$ cat src/rtl/fir_sample_feeder.sv
// rtl/fir_sample_feeder.sv - host-to-FIR sample feeder with FIFO, flush tail and result qualification
//
// Purpose: buffers host samples in a small FIFO and issues one registered
// sample per clock to the FIR Sample_in port. On flush it appends FIR_ORDER
// zero samples so the convolution tail drains, then waits PIPE_LAT clocks
// for the FIR pipeline to empty. sample_valid/sample_last are also delayed by
// PIPE_LAT clocks to qualify the FIR output words.
//
// Ports:
//   clock, reset          rising-edge clock, synchronous active-high reset
//   in_data/in_valid      host sample and its valid
//   in_ready              FIFO has room; transfer on in_valid & in_ready
//   flush_req             single-cycle pulse requesting a zero tail
//   sample_out            registered sample to FIR Sample_in
//   sample_valid          sample_out carries a real or flush sample
//   sample_last           final flush zero (one-clock pulse)
//   result_valid/last     sample_valid/last delayed by PIPE_LAT clocks
//   busy                  FSM is not idle
//   fifo_count            FIFO occupancy
//   gap_count             saturating RUN-underrun counter (FEEDER_GAP_COUNT_EN only)
//
// Build option: define FEEDER_GAP_COUNT_EN to add the gap_count output.

module fir_sample_feeder #(
    parameter int SAMPLE_SIZE = 6,
    parameter int FIR_ORDER   = 4,
    parameter int FIFO_DEPTH  = 8,
    parameter int FIFO_AW     = 3,
    parameter int PIPE_LAT    = 5
) (
    input  logic                   clock,
    input  logic                   reset,
    input  logic [SAMPLE_SIZE-1:0] in_data,
    input  logic                   in_valid,
    output logic                   in_ready,
    input  logic                   flush_req,
    output logic [SAMPLE_SIZE-1:0] sample_out,
    output logic                   sample_valid,
    output logic                   sample_last,
    output logic                   result_valid,
    output logic                   result_last,
    output logic                   busy,
    output logic [FIFO_AW:0]       fifo_count
`ifdef FEEDER_GAP_COUNT_EN
    ,
    output logic [15:0]            gap_count
`endif
);

    localparam logic [1:0] ST_IDLE  = 2'd0;
    localparam logic [1:0] ST_RUN   = 2'd1;
    localparam logic [1:0] ST_FLUSH = 2'd2;
    localparam logic [1:0] ST_DRAIN = 2'd3;

    localparam int ZW = $clog2(FIR_ORDER + 1);
    localparam int DW = $clog2(PIPE_LAT + 1);

    logic [SAMPLE_SIZE-1:0] mem [FIFO_DEPTH];
    logic [FIFO_AW-1:0]     wr_ptr;
    logic [FIFO_AW-1:0]     rd_ptr;
    logic [1:0]             state;
    logic                   flush_pending;
    logic [ZW-1:0]          zcnt;
    logic [DW-1:0]          dcnt;
    logic [PIPE_LAT-1:0]    valid_pipe;
    logic [PIPE_LAT-1:0]    last_pipe;

    logic fifo_empty;
    logic push;
    logic pop;
    logic underrun;
    logic start_flush;

    assign fifo_empty  = (fifo_count == '0);
    assign in_ready    = (fifo_count < (FIFO_AW+1)'(FIFO_DEPTH));
    assign push        = in_valid && in_ready;
    assign pop         = !fifo_empty && (state == ST_IDLE || state == ST_RUN);
    assign underrun    = (state == ST_RUN) && fifo_empty && !flush_pending;
    assign start_flush = (state == ST_RUN) && fifo_empty && flush_pending;
    assign busy        = (state != ST_IDLE);
    assign result_valid = valid_pipe[PIPE_LAT-1];
    assign result_last  = last_pipe[PIPE_LAT-1];

    // FIFO storage needs no reset: entries are only read after being written.
    always_ff @(posedge clock) begin
        if (push) begin
            mem[wr_ptr] <= in_data;
        end
    end

    // Pointers are FIFO_AW bits wide, so they wrap modulo FIFO_DEPTH for free.
    always_ff @(posedge clock) begin
        if (reset) begin
            wr_ptr     <= '0;
            rd_ptr     <= '0;
            fifo_count <= '0;
        end else begin
            if (push) wr_ptr <= wr_ptr + 1'b1;
            if (pop)  rd_ptr <= rd_ptr + 1'b1;
            case ({push, pop})
                2'b10:   fifo_count <= fifo_count + 1'b1;
                2'b01:   fifo_count <= fifo_count - 1'b1;
                default: fifo_count <= fifo_count;
            endcase
        end
    end

    // A request only counts while real samples are still in flight; once the
    // tail has started, further requests would double the zero padding.
    always_ff @(posedge clock) begin
        if (reset) begin
            flush_pending <= 1'b0;
        end else if (start_flush) begin
            flush_pending <= 1'b0;
        end else if (flush_req && (state == ST_RUN || (state == ST_IDLE && !fifo_empty))) begin
            flush_pending <= 1'b1;
        end
    end

    always_ff @(posedge clock) begin
        if (reset) begin
            state        <= ST_IDLE;
            sample_out   <= '0;
            sample_valid <= 1'b0;
            sample_last  <= 1'b0;
            zcnt         <= '0;
            dcnt         <= '0;
        end else begin
            sample_last <= 1'b0;
            case (state)
                ST_IDLE: begin
                    if (pop) begin
                        sample_out   <= mem[rd_ptr];
                        sample_valid <= 1'b1;
                        state        <= ST_RUN;
                    end else begin
                        sample_out   <= '0;
                        sample_valid <= 1'b0;
                    end
                end
                ST_RUN: begin
                    if (pop) begin
                        sample_out   <= mem[rd_ptr];
                        sample_valid <= 1'b1;
                    end else if (start_flush) begin
                        // First tail zero goes out on this edge.
                        sample_out   <= '0;
                        sample_valid <= 1'b1;
                        zcnt         <= ZW'(FIR_ORDER - 1);
                        state        <= ST_FLUSH;
                    end else begin
                        sample_out   <= '0;
                        sample_valid <= 1'b0;
                    end
                end
                ST_FLUSH: begin
                    sample_out   <= '0;
                    sample_valid <= 1'b1;
                    zcnt         <= zcnt - 1'b1;
                    // zcnt==1 here means this edge emits the final zero.
                    if (zcnt == ZW'(1)) begin
                        sample_last <= 1'b1;
                        dcnt        <= DW'(PIPE_LAT - 1);
                        state       <= ST_DRAIN;
                    end
                end
                default: begin
                    sample_out   <= '0;
                    sample_valid <= 1'b0;
                    if (dcnt == '0) begin
                        state <= ST_IDLE;
                    end else begin
                        dcnt <= dcnt - 1'b1;
                    end
                end
            endcase
        end
    end

    always_ff @(posedge clock) begin
        if (reset) begin
            valid_pipe <= '0;
            last_pipe  <= '0;
        end else begin
            valid_pipe[0] <= sample_valid;
            last_pipe[0]  <= sample_last;
            for (int i = 1; i < PIPE_LAT; i++) begin
                valid_pipe[i] <= valid_pipe[i-1];
                last_pipe[i]  <= last_pipe[i-1];
            end
        end
    end

`ifdef FEEDER_GAP_COUNT_EN
    always_ff @(posedge clock) begin
        if (reset) begin
            gap_count <= '0;
        end else if (underrun && gap_count != 16'hFFFF) begin
            gap_count <= gap_count + 16'd1;
        end
    end
`endif

endmodule

$ cat config.mk
export PLATFORM = sky130hd
export DESIGN_NAME = fir_sample_feeder
export DESIGN_NICKNAME = d
export VERILOG_FILES = /design/src/rtl/fir_sample_feeder.sv
export SDC_FILE = /design/constraint.sdc
export NUM_CORES = 1
export LEC_CHECK = 0
export CORE_MARGIN = 8
export CORE_UTILIZATION = 52
export CTS_CLUSTER_SIZE = 16
export DETAILED_ROUTE_END_ITERATION = 8
export PLACE_DENSITY = 0.75
export SYNTH_ARGS = -nofsm -noshare
export SYNTH_HDL_FRONTEND = slang
export SYNTH_SLANG_ARGS = --single-unit
$ cat constraint.sdc
create_clock -name clock -period 2.4 [get_ports clock]
set_input_delay 0.48 -clock clock [delete_from_list [all_inputs] [get_ports clock]]
set_output_delay 0.48 -clock clock [all_outputs]
set_load 0.02 [all_outputs]
==> results of run 1 <==
-- through the flow --
step | setup TNS [ps] | worst slack [ps] | total power [mW] | hold slack, ps | cell area [sq um]
floorplan | -30.2 | -30.2 | 3.10 | 414 | 3540
global placement | 0 | 17.0 | 3.60 | 420 | 3970
detailed placement | -2.40 | -2.40 | 3.64 | 423 | 3970
CTS | 0 | 66.0 | 4.63 | 453 | 4170
global route | 0 | 53.5 | 4.90 | 462 | 4180
finish | 0 | 272 | 4.61 | 447 | 4180
-- worst max-delay path, stage by stage (launching register included) --
cell	delay, ps
sky130_fd_sc_hd__dfxtp_2	370
sky130_fd_sc_hd__inv_1	70
sky130_fd_sc_hd__ha_2	220
sky130_fd_sc_hd__nor2_2	170
sky130_fd_sc_hd__nor2_4	70
sky130_fd_sc_hd__ha_2	200
sky130_fd_sc_hd__xor2_1	140
sky130_fd_sc_hd__ha_2	200
sky130_fd_sc_hd__nor4b_2	200
sky130_fd_sc_hd__a21oi_1	80
sky130_fd_sc_hd__a31o_1	220
sky130_fd_sc_hd__a21oi_1	130
-- power groups by stage --
stage               clock network [mW]  registers (mW)  logic, mW
CTS                               1.02            1.90       1.71
floorplan                            0            1.97       1.14
detailed placement                   0            1.93       1.70
global placement                     0            1.93       1.67
global route                      1.08            1.93       1.88
finish                            1.00            1.90       1.71
-- flip-flops by register name, indices dropped and copies added (netlist names), 2 cells and up --
register / flops
valid_pipe: 5
zcnt: 3
dcnt: 3
mem: 48
fifo_count: 4
sample_out: 6
last_pipe: 5
state: 2
wr_ptr: 3
rd_ptr: 3
-- worst paths after layout --
kind	cells past startpoint	slack, ps	start	to
setup reg to reg	11	270	state[1]	fifo_count[2]
hold / removal	1	450	last_pipe[0]	last_pipe[1]
setup / recovery	11	270	state[1]	fifo_count[2]
hold reg to reg	1	450	last_pipe[0]	last_pipe[1]
-- timing repair --
action	in CTS	in global routing
hold buffers	0	0
resized for setup	0	6
endpoints found under the setup margin	0	2
-- layout make-up --
type / count / area [sq um] / area share [%]
clock buffers: 10 / 128 / 3.05
clock inverters: 6 / 67.6 / 1.62
inverters: 13 / 48.8 / 1.17
multi-input cells: 148 / 1250 / 29.9
flip-flops and latches: 85 / 2190 / 52.3
well taps: 80 / 100 / 2.39
repair buffers: 45 / 403 / 9.63
-- cells by family after synthesis --
logic type / count (synthesis)
AND/OR/NAND/NOR: 80
buffers and inverters: 25
adder cells (fa/ha/maj): 12
XOR/XNOR: 7
multiplexers: 23
AO/OA/AOI/OAI: 26
flip-flops: 85
-- cells in the mapped netlist (all sizes together), types with 2 or more instances --
library cell	instances	area (sq um)
edfxtp	48	1440
dfxtp	37	741
nor2	25	93.8
inv	13	48.8
nand2	13	48.8
ha	12	150
mux4	12	270
nor2b	12	75.1
clkbuf	10	37.5
a21oi	9	48.8
mux2i	9	90.1
nor3	8	40.0
nor3b	5	37.5
nand2b	4	25.0
o21ai	4	20.0
xor2	4	35.0
a2111oi	3	52.6
nor4	3	33.8
xnor2	3	26.3
a31o	2	17.5
buf	2	8.75
mux2	2	22.5
nand3	2	10.0
-- metal layers --
metal  track usage (%)  up-vias  part of all wire, %
met5                 0        -                    0
met4              4.92        0                 0.86
met3              3.13        5                  3.2
met2              21.8       35                   49
met1              17.3     1008                   47
li1                  -     1029                    -
==> impl_results.rst, run 1 <==
.. list-table::
   :header-rows: 1

   * - Metric
     - Value
   * - Residual DRC count
     - 0
   * - Root Buffer
     - sky130_fd_sc_hd__clkbuf_8
   * - First-pass GRT wire length
     - 10400 um
   * - Gate count after technology mapping
     - 258
   * - YS warnings
     - 0
   * - Result of the run
     - finished, final reports clean
   * - Number of CTS-inserted buffers
     - 9
   * - Worst-case headroom to the max-slew limit
     - 56.8%
   * - Sequential Power Share
     - 41.2%
   * - Most frequently used flop master after synthesis
     - sky130_fd_sc_hd__edfxtp_1
   * - Adder-cell share of the synthesized area
     - 4.29%
   * - Sinks on Clock Net
     - 85
   * - Switching power of the nets
     - 1.53 mW
   * - Leak
     - 1.48 nW
   * - Final Cycle Share
     - 88.7%
   * - Slew at the pin closest to its max-slew limit
     - 646 ps
   * - Number of port buffers
     - 25
   * - Fraction of power spent switching nets
     - 33.2%
   * - Share of cell area taken by muxes after synthesis
     - 10.9%
   * - Area overhead of the layout relative to synthesis
     - 19.4%
   * - Die extent in y
     - 98.1 um
   * - WL per Instance
     - 15.9 um
   * - Shortest period the worst path allows
     - 2130 ps
   * - Clk Latency, worst-skew pair
     - 340 ps
   * - Buffers inserted during post-CTS setup optimization
     - 0
   * - Count of fill cells added during filler insertion
     - 499
   * - Clk_skew
     - 16.2 ps
   * - Number of endpoints failing setup at the final stage
     - 0
   * - Detailed-route via count
     - 2077
   * - Largest net degree at the start of global routing
     - 21
   * - Number of optimization iterations in the first detailed-route pass
     - 4
   * - Via count of the first global-routing pass
     - 2112
   * - Highest-count cells in the layout ignoring fill and taps
     - 48 x sky130_fd_sc_hd__edfxtp_1, 34 x sky130_fd_sc_hd__dfxtp_1, 24 x sky130_fd_sc_hd__clkdlybuf4s50_1, 23 x sky130_fd_sc_hd__nor2_1, 20 x sky130_fd_sc_hd__buf_4
   * - Num ports
     - 26
   * - Post-synthesis simple-gate area fraction
     - 12.3%
   * - Worst hold path type
     - flip-flop to flip-flop
   * - Placer Congestion
     - 0.782
   * - Count of nets after finishing
     - 324
   * - Synth Area in Compound Gates
     - 5.75%
   * - Cell internal power dissipation
     - 3.08 mW
   * - Fraction of power consumed by the clock network
     - 21.7%
   * - Detailed placer's ending HPWL
     - 4500 um
   * - Number of cells after detailed placement
     - 371
   * - Clock edge transition at the registers on the reported setup and hold paths
     - 90 ps
   * - Endpoint type of the worst setup path
     - flip-flop
   * - Final Hold Violating Endpoints
     - 0
   * - Register area share after synthesis
     - 62.3%
   * - Kind of start point of the critical path
     - flip-flop
   * - Max VDD drop
     - 0.472 mV
   * - Width of the die
     - 98.1 um
   * - RSZ-0062 raised after global routing
     - no
   * - Max FO, Critical Path
     - 7
   * - Cell row count
     - 30
   * - DRT iter0 DRCs
     - 103
   * - Total global-route track usage
     - 13.5%
   * - Total congestion overflow after global routing
     - 0
   * - Post-Synthesis Net Count
     - 280
   * - Number of enable flip-flop cells after synthesis
     - 48
   * - Initial Util
     - 52.7%
   * - Detailed-route wire length
     - 6150 um
   * - Logic gate share of total power
     - 37.1%
   * - Summed instance area of the synthesized netlist
     - 3500 sq um
   * - Maximum operating frequency
     - 470 MHz
   * - Layout cells sized above 1
     - 21.8%
   * - Max-cap violations
     - 0
   * - CTS max path bufs
     - 2
   * - Async SR Flop Fraction
     - 0%
   * - Die outline area
     - 9620 sq um
   * - Most common library cell in the layout ignoring fill and taps
     - sky130_fd_sc_hd__edfxtp_1
   * - Post-synthesis xor/xnor area fraction
     - 1.75%
   * - Final cell count without fillers
     - 387
   * - TritonCTS clock tree
     - done
   * - Number of library cell types mapped by synthesis
     - 46
   * - Final core utilization
     - 62.9%
   * - Dominant combinational cell family by area after synthesis
     - simple AND/OR/NAND/NOR gates
   * - Routed via count divided by cell count
     - 5.37
   * - Mean area per synthesized cell
     - 13.6 sq um
   * - Antenna cell count
     - 0
   * - Req. time, crit path
     - 2670 ps
   * - Power per cell area
     - 1100 nW/um^2
   * - Data arrival time of the critical path
     - 2400 ps
   * - Start-to-end type of the worst setup path
     - flip-flop to flip-flop
   * - Pins Over Slew Limit
     - 0
   * - Number of antenna violations at the first check in global routing
     - 0
   * - Register bit count reported by yosys
     - 85
   * - Placeable Area
     - 6640 sq um
   * - H-tree depth
     - 3
   * - Remaining antenna violation count after routing
     - 0
Power figures use the tool's default switching activity.
==> run 2: changes to the inputs <==
--- a/config.mk
+++ b/config.mk
@@ -10,6 +10,7 @@
 export CTS_CLUSTER_SIZE = 16
 export DETAILED_ROUTE_END_ITERATION = 8
 export PLACE_DENSITY = 0.75
+export SKIP_LAST_GASP = 1
 export SYNTH_ARGS = -nofsm -noshare
 export SYNTH_HDL_FRONTEND = slang
 export SYNTH_SLANG_ARGS = --single-unit
==> run 2 against run 1 <==
Against the previous run: fmax shrank 2.4%; critical path depth is the same; design area is essentially flat; setup slack lost 53 ps; non-clock buffer count is the same; sequential power is essentially flat; final cell count is the same; routed wire length shrank 0.16%; critical endpoint unchanged; largest cell class unchanged; hold slack is essentially flat; clock skew shrank 1.9 ps.
==> impl_results.rst, run 2 (same netlist as run 1, synthesis figures left out) <==
.. list-table::
   :header-rows: 1

   * - Metric
     - Value
   * - Worst Setup Slack post-DPL
     - -2.40 ps
   * - Residual DRC count
     - 0
   * - Worst setup margin
     - 220 ps
   * - Final Hold Violating Endpoints
     - 0
   * - Via count of the first global-routing pass
     - 2112
   * - Final Cycle Share
     - 90.8%
   * - Endpoint type of the worst setup path
     - flip-flop
   * - First-pass GRT wire length
     - 10400 um
   * - Number of port buffers
     - 25
   * - Routed via count divided by cell count
     - 5.35
   * - Leading registers by flop count
     - mem x48, sample_out x6
   * - Number of antenna violations at the first check in global routing
     - 0
   * - Register bank with the most flops
     - mem
   * - Number of cells traversed by the worst hold path
     - 1
   * - RSZ-0062 raised after global routing
     - yes
   * - Start-to-end type of the worst setup path
     - flip-flop to flip-flop
   * - Flip-flop count of the largest register after layout
     - 48
   * - Highest-count cells in the layout ignoring fill and taps
     - 48 x sky130_fd_sc_hd__edfxtp_1, 36 x sky130_fd_sc_hd__dfxtp_1, 24 x sky130_fd_sc_hd__clkdlybuf4s50_1, 23 x sky130_fd_sc_hd__nor2_1, 20 x sky130_fd_sc_hd__buf_4
   * - Result of the run
     - finished, final reports clean
   * - Count of nets after finishing
     - 324
   * - Initial Util
     - 52.7%
   * - Detailed-route via count
     - 2070
   * - Clock edge transition at the registers on the reported setup and hold paths
     - 90 ps
   * - Pins Over Slew Limit
     - 0
   * - Placer Congestion
     - 0.782
   * - Cell chain of the critical path
     - inv_1 > ha_2 > nor2_2 > nor2_4 > ha_2 > xor2_1 > ha_2 > nor4b_2 > a21oi_1 > a31o_1 > a21oi_1
   * - Most common library cell in the layout ignoring fill and taps
     - sky130_fd_sc_hd__edfxtp_1
   * - Req. time, crit path
     - 2670 ps
   * - Remaining antenna violation count after routing
     - 0
   * - Max VDD drop
     - 0.472 mV
   * - Max-cap violations
     - 0
   * - H-tree depth
     - 3
   * - Leak
     - 1.48 nW
   * - Total global-route track usage
     - 13.5%
   * - DRT iter0 DRCs
     - 104
   * - Num ports
     - 26
   * - Reg area
     - 2180 sq um
   * - WL per Instance
     - 15.9 um
   * - Setup TNS
     - 0 ps
   * - Max stage delay on crit path
     - 400 ps
   * - Number of cells after detailed placement
     - 371
   * - Die extent in y
     - 98.1 um
   * - Sinks on Clock Net
     - 85
   * - Count of fill cells added during filler insertion
     - 500
   * - Shortest period the worst path allows
     - 2180 ps
   * - Width of the die
     - 98.1 um
   * - Path depth of the worst reg2reg path
     - 11
   * - Buffers inserted during post-CTS setup optimization
     - 0
   * - Layout cells sized above 1
     - 21.2%
   * - Power per cell area
     - 1100 nW/um^2
   * - Max FO, Critical Path
     - 7
   * - Worst hold path type
     - flip-flop to flip-flop
   * - Cell occurring most often along the worst timing path
     - sky130_fd_sc_hd__ha_2
   * - Number of endpoints failing setup at the final stage
     - 0
   * - Placeable Area
     - 6640 sq um
   * - Antenna cell count
     - 0
   * - Number of CTS-inserted buffers
     - 9
   * - Worst-case headroom to the max-slew limit
     - 56.2%
   * - Kind of start point of the critical path
     - flip-flop
   * - Maximum operating frequency
     - 459 MHz
   * - Data arrival time of the critical path
     - 2450 ps
   * - Die outline area
     - 9620 sq um
   * - Total congestion overflow after global routing
     - 0
   * - Root Buffer
     - sky130_fd_sc_hd__clkbuf_8
   * - Slew at the pin closest to its max-slew limit
     - 655 ps
   * - Number of optimization iterations in the first detailed-route pass
     - 4
   * - Clk_skew
     - 14.4 ps
   * - TritonCTS clock tree
     - done
   * - Cell row count
     - 30
   * - Area overhead of the layout relative to synthesis
     - 19.3%
   * - Detailed placer's ending HPWL
     - 4500 um
   * - CTS max path bufs
     - 2
   * - Largest net degree at the start of global routing
     - 21
   * - Area occupied by multi-input gates
     - 1250 sq um
   * - Detailed-route wire length
     - 6140 um
   * - Standard cell with the maximum stage delay on the critical path
     - sky130_fd_sc_hd__dfxtp_1
   * - Final cell count without fillers
     - 387
   * - Clk Latency, worst-skew pair
     - 340 ps
## run 2: cell counts in the layout (fill, tap and decap cells not counted)
Identical to the previous run, type by type.
## run 2: power by group
part / internal [mW] / leakage (nW) / switching, mW
clock: 0.492 / 0.102 / 0.508
combinational: 0.845 / 0.640 / 0.863
sequential: 1.74 / 0.738 / 0.159
## run 2: what timing repair did
| item | in CTS | in global routing |
|---|---|---|
| hold buffers | 0 | 0 |
| endpoints found under the setup margin | 0 | 2 |
| resized for setup | 0 | 4 |
## run 2: area by class of cell
| type | count | share of cell area [%] |
|---|---|---|
| clock buffer | 10 | 3.05 |
| timing repair buffer | 45 | 9.64 |
| sequential | 85 | 52.2 |
| clock inverter | 6 | 1.62 |
| multi-input combinational | 148 | 29.9 |
| tap | 80 | 2.40 |
| inverter | 13 | 1.17 |
## run 2: final timing paths
kind	from	end	slack, ps
max	state[1]	fifo_count[2]	220
min	last_pipe[0]	last_pipe[1]	450
max reg2reg	state[1]	fifo_count[2]	220
min reg2reg	last_pipe[0]	last_pipe[1]	450
## run 2: routing by layer
metal | up-vias | wire, um | share of wire, % | track usage (%)
met2 | 32 | 3040 | 49 | 21.8
met4 | 0 | 59 | 0.96 | 4.92
met5 | - | 0 | 0 | 0
li1 | 1029 | - | - | -
met1 | 1004 | 2860 | 47 | 17.3
met3 | 5 | 191 | 3.1 | 3.13
## run 2: per-stage QoR
| step | utilization, % | cell area (sq um) | hold WS, ps | power [mW] |
|---|---|---|---|---|
| 6_report | 62.9 | 4180 | 447 | 4.61 |
| 5_1_grt | 62.9 | 4180 | 462 | 4.89 |
| 4_1_cts | 62.7 | 4170 | 453 | 4.63 |
| 3_5_place_dp | 59.8 | 3970 | 423 | 3.64 |
| 3_3_place_gp | 59.8 | 3970 | 420 | 3.60 |
| 2_1_floorplan | - | 3540 | 414 | 3.10 |
## run 2: critical path, delay by kind of cell, from the launching register on
| kind | cells | cell delay [ps] |
|---|---|---|
| compound gates | 3 | 430 |
| fa+ha+maj | 3 | 620 |
| xor+xnor | 1 | 140 |
| flops | 1 | 400 |
| simple gates | 3 | 440 |
| buf+inv | 1 | 80 |
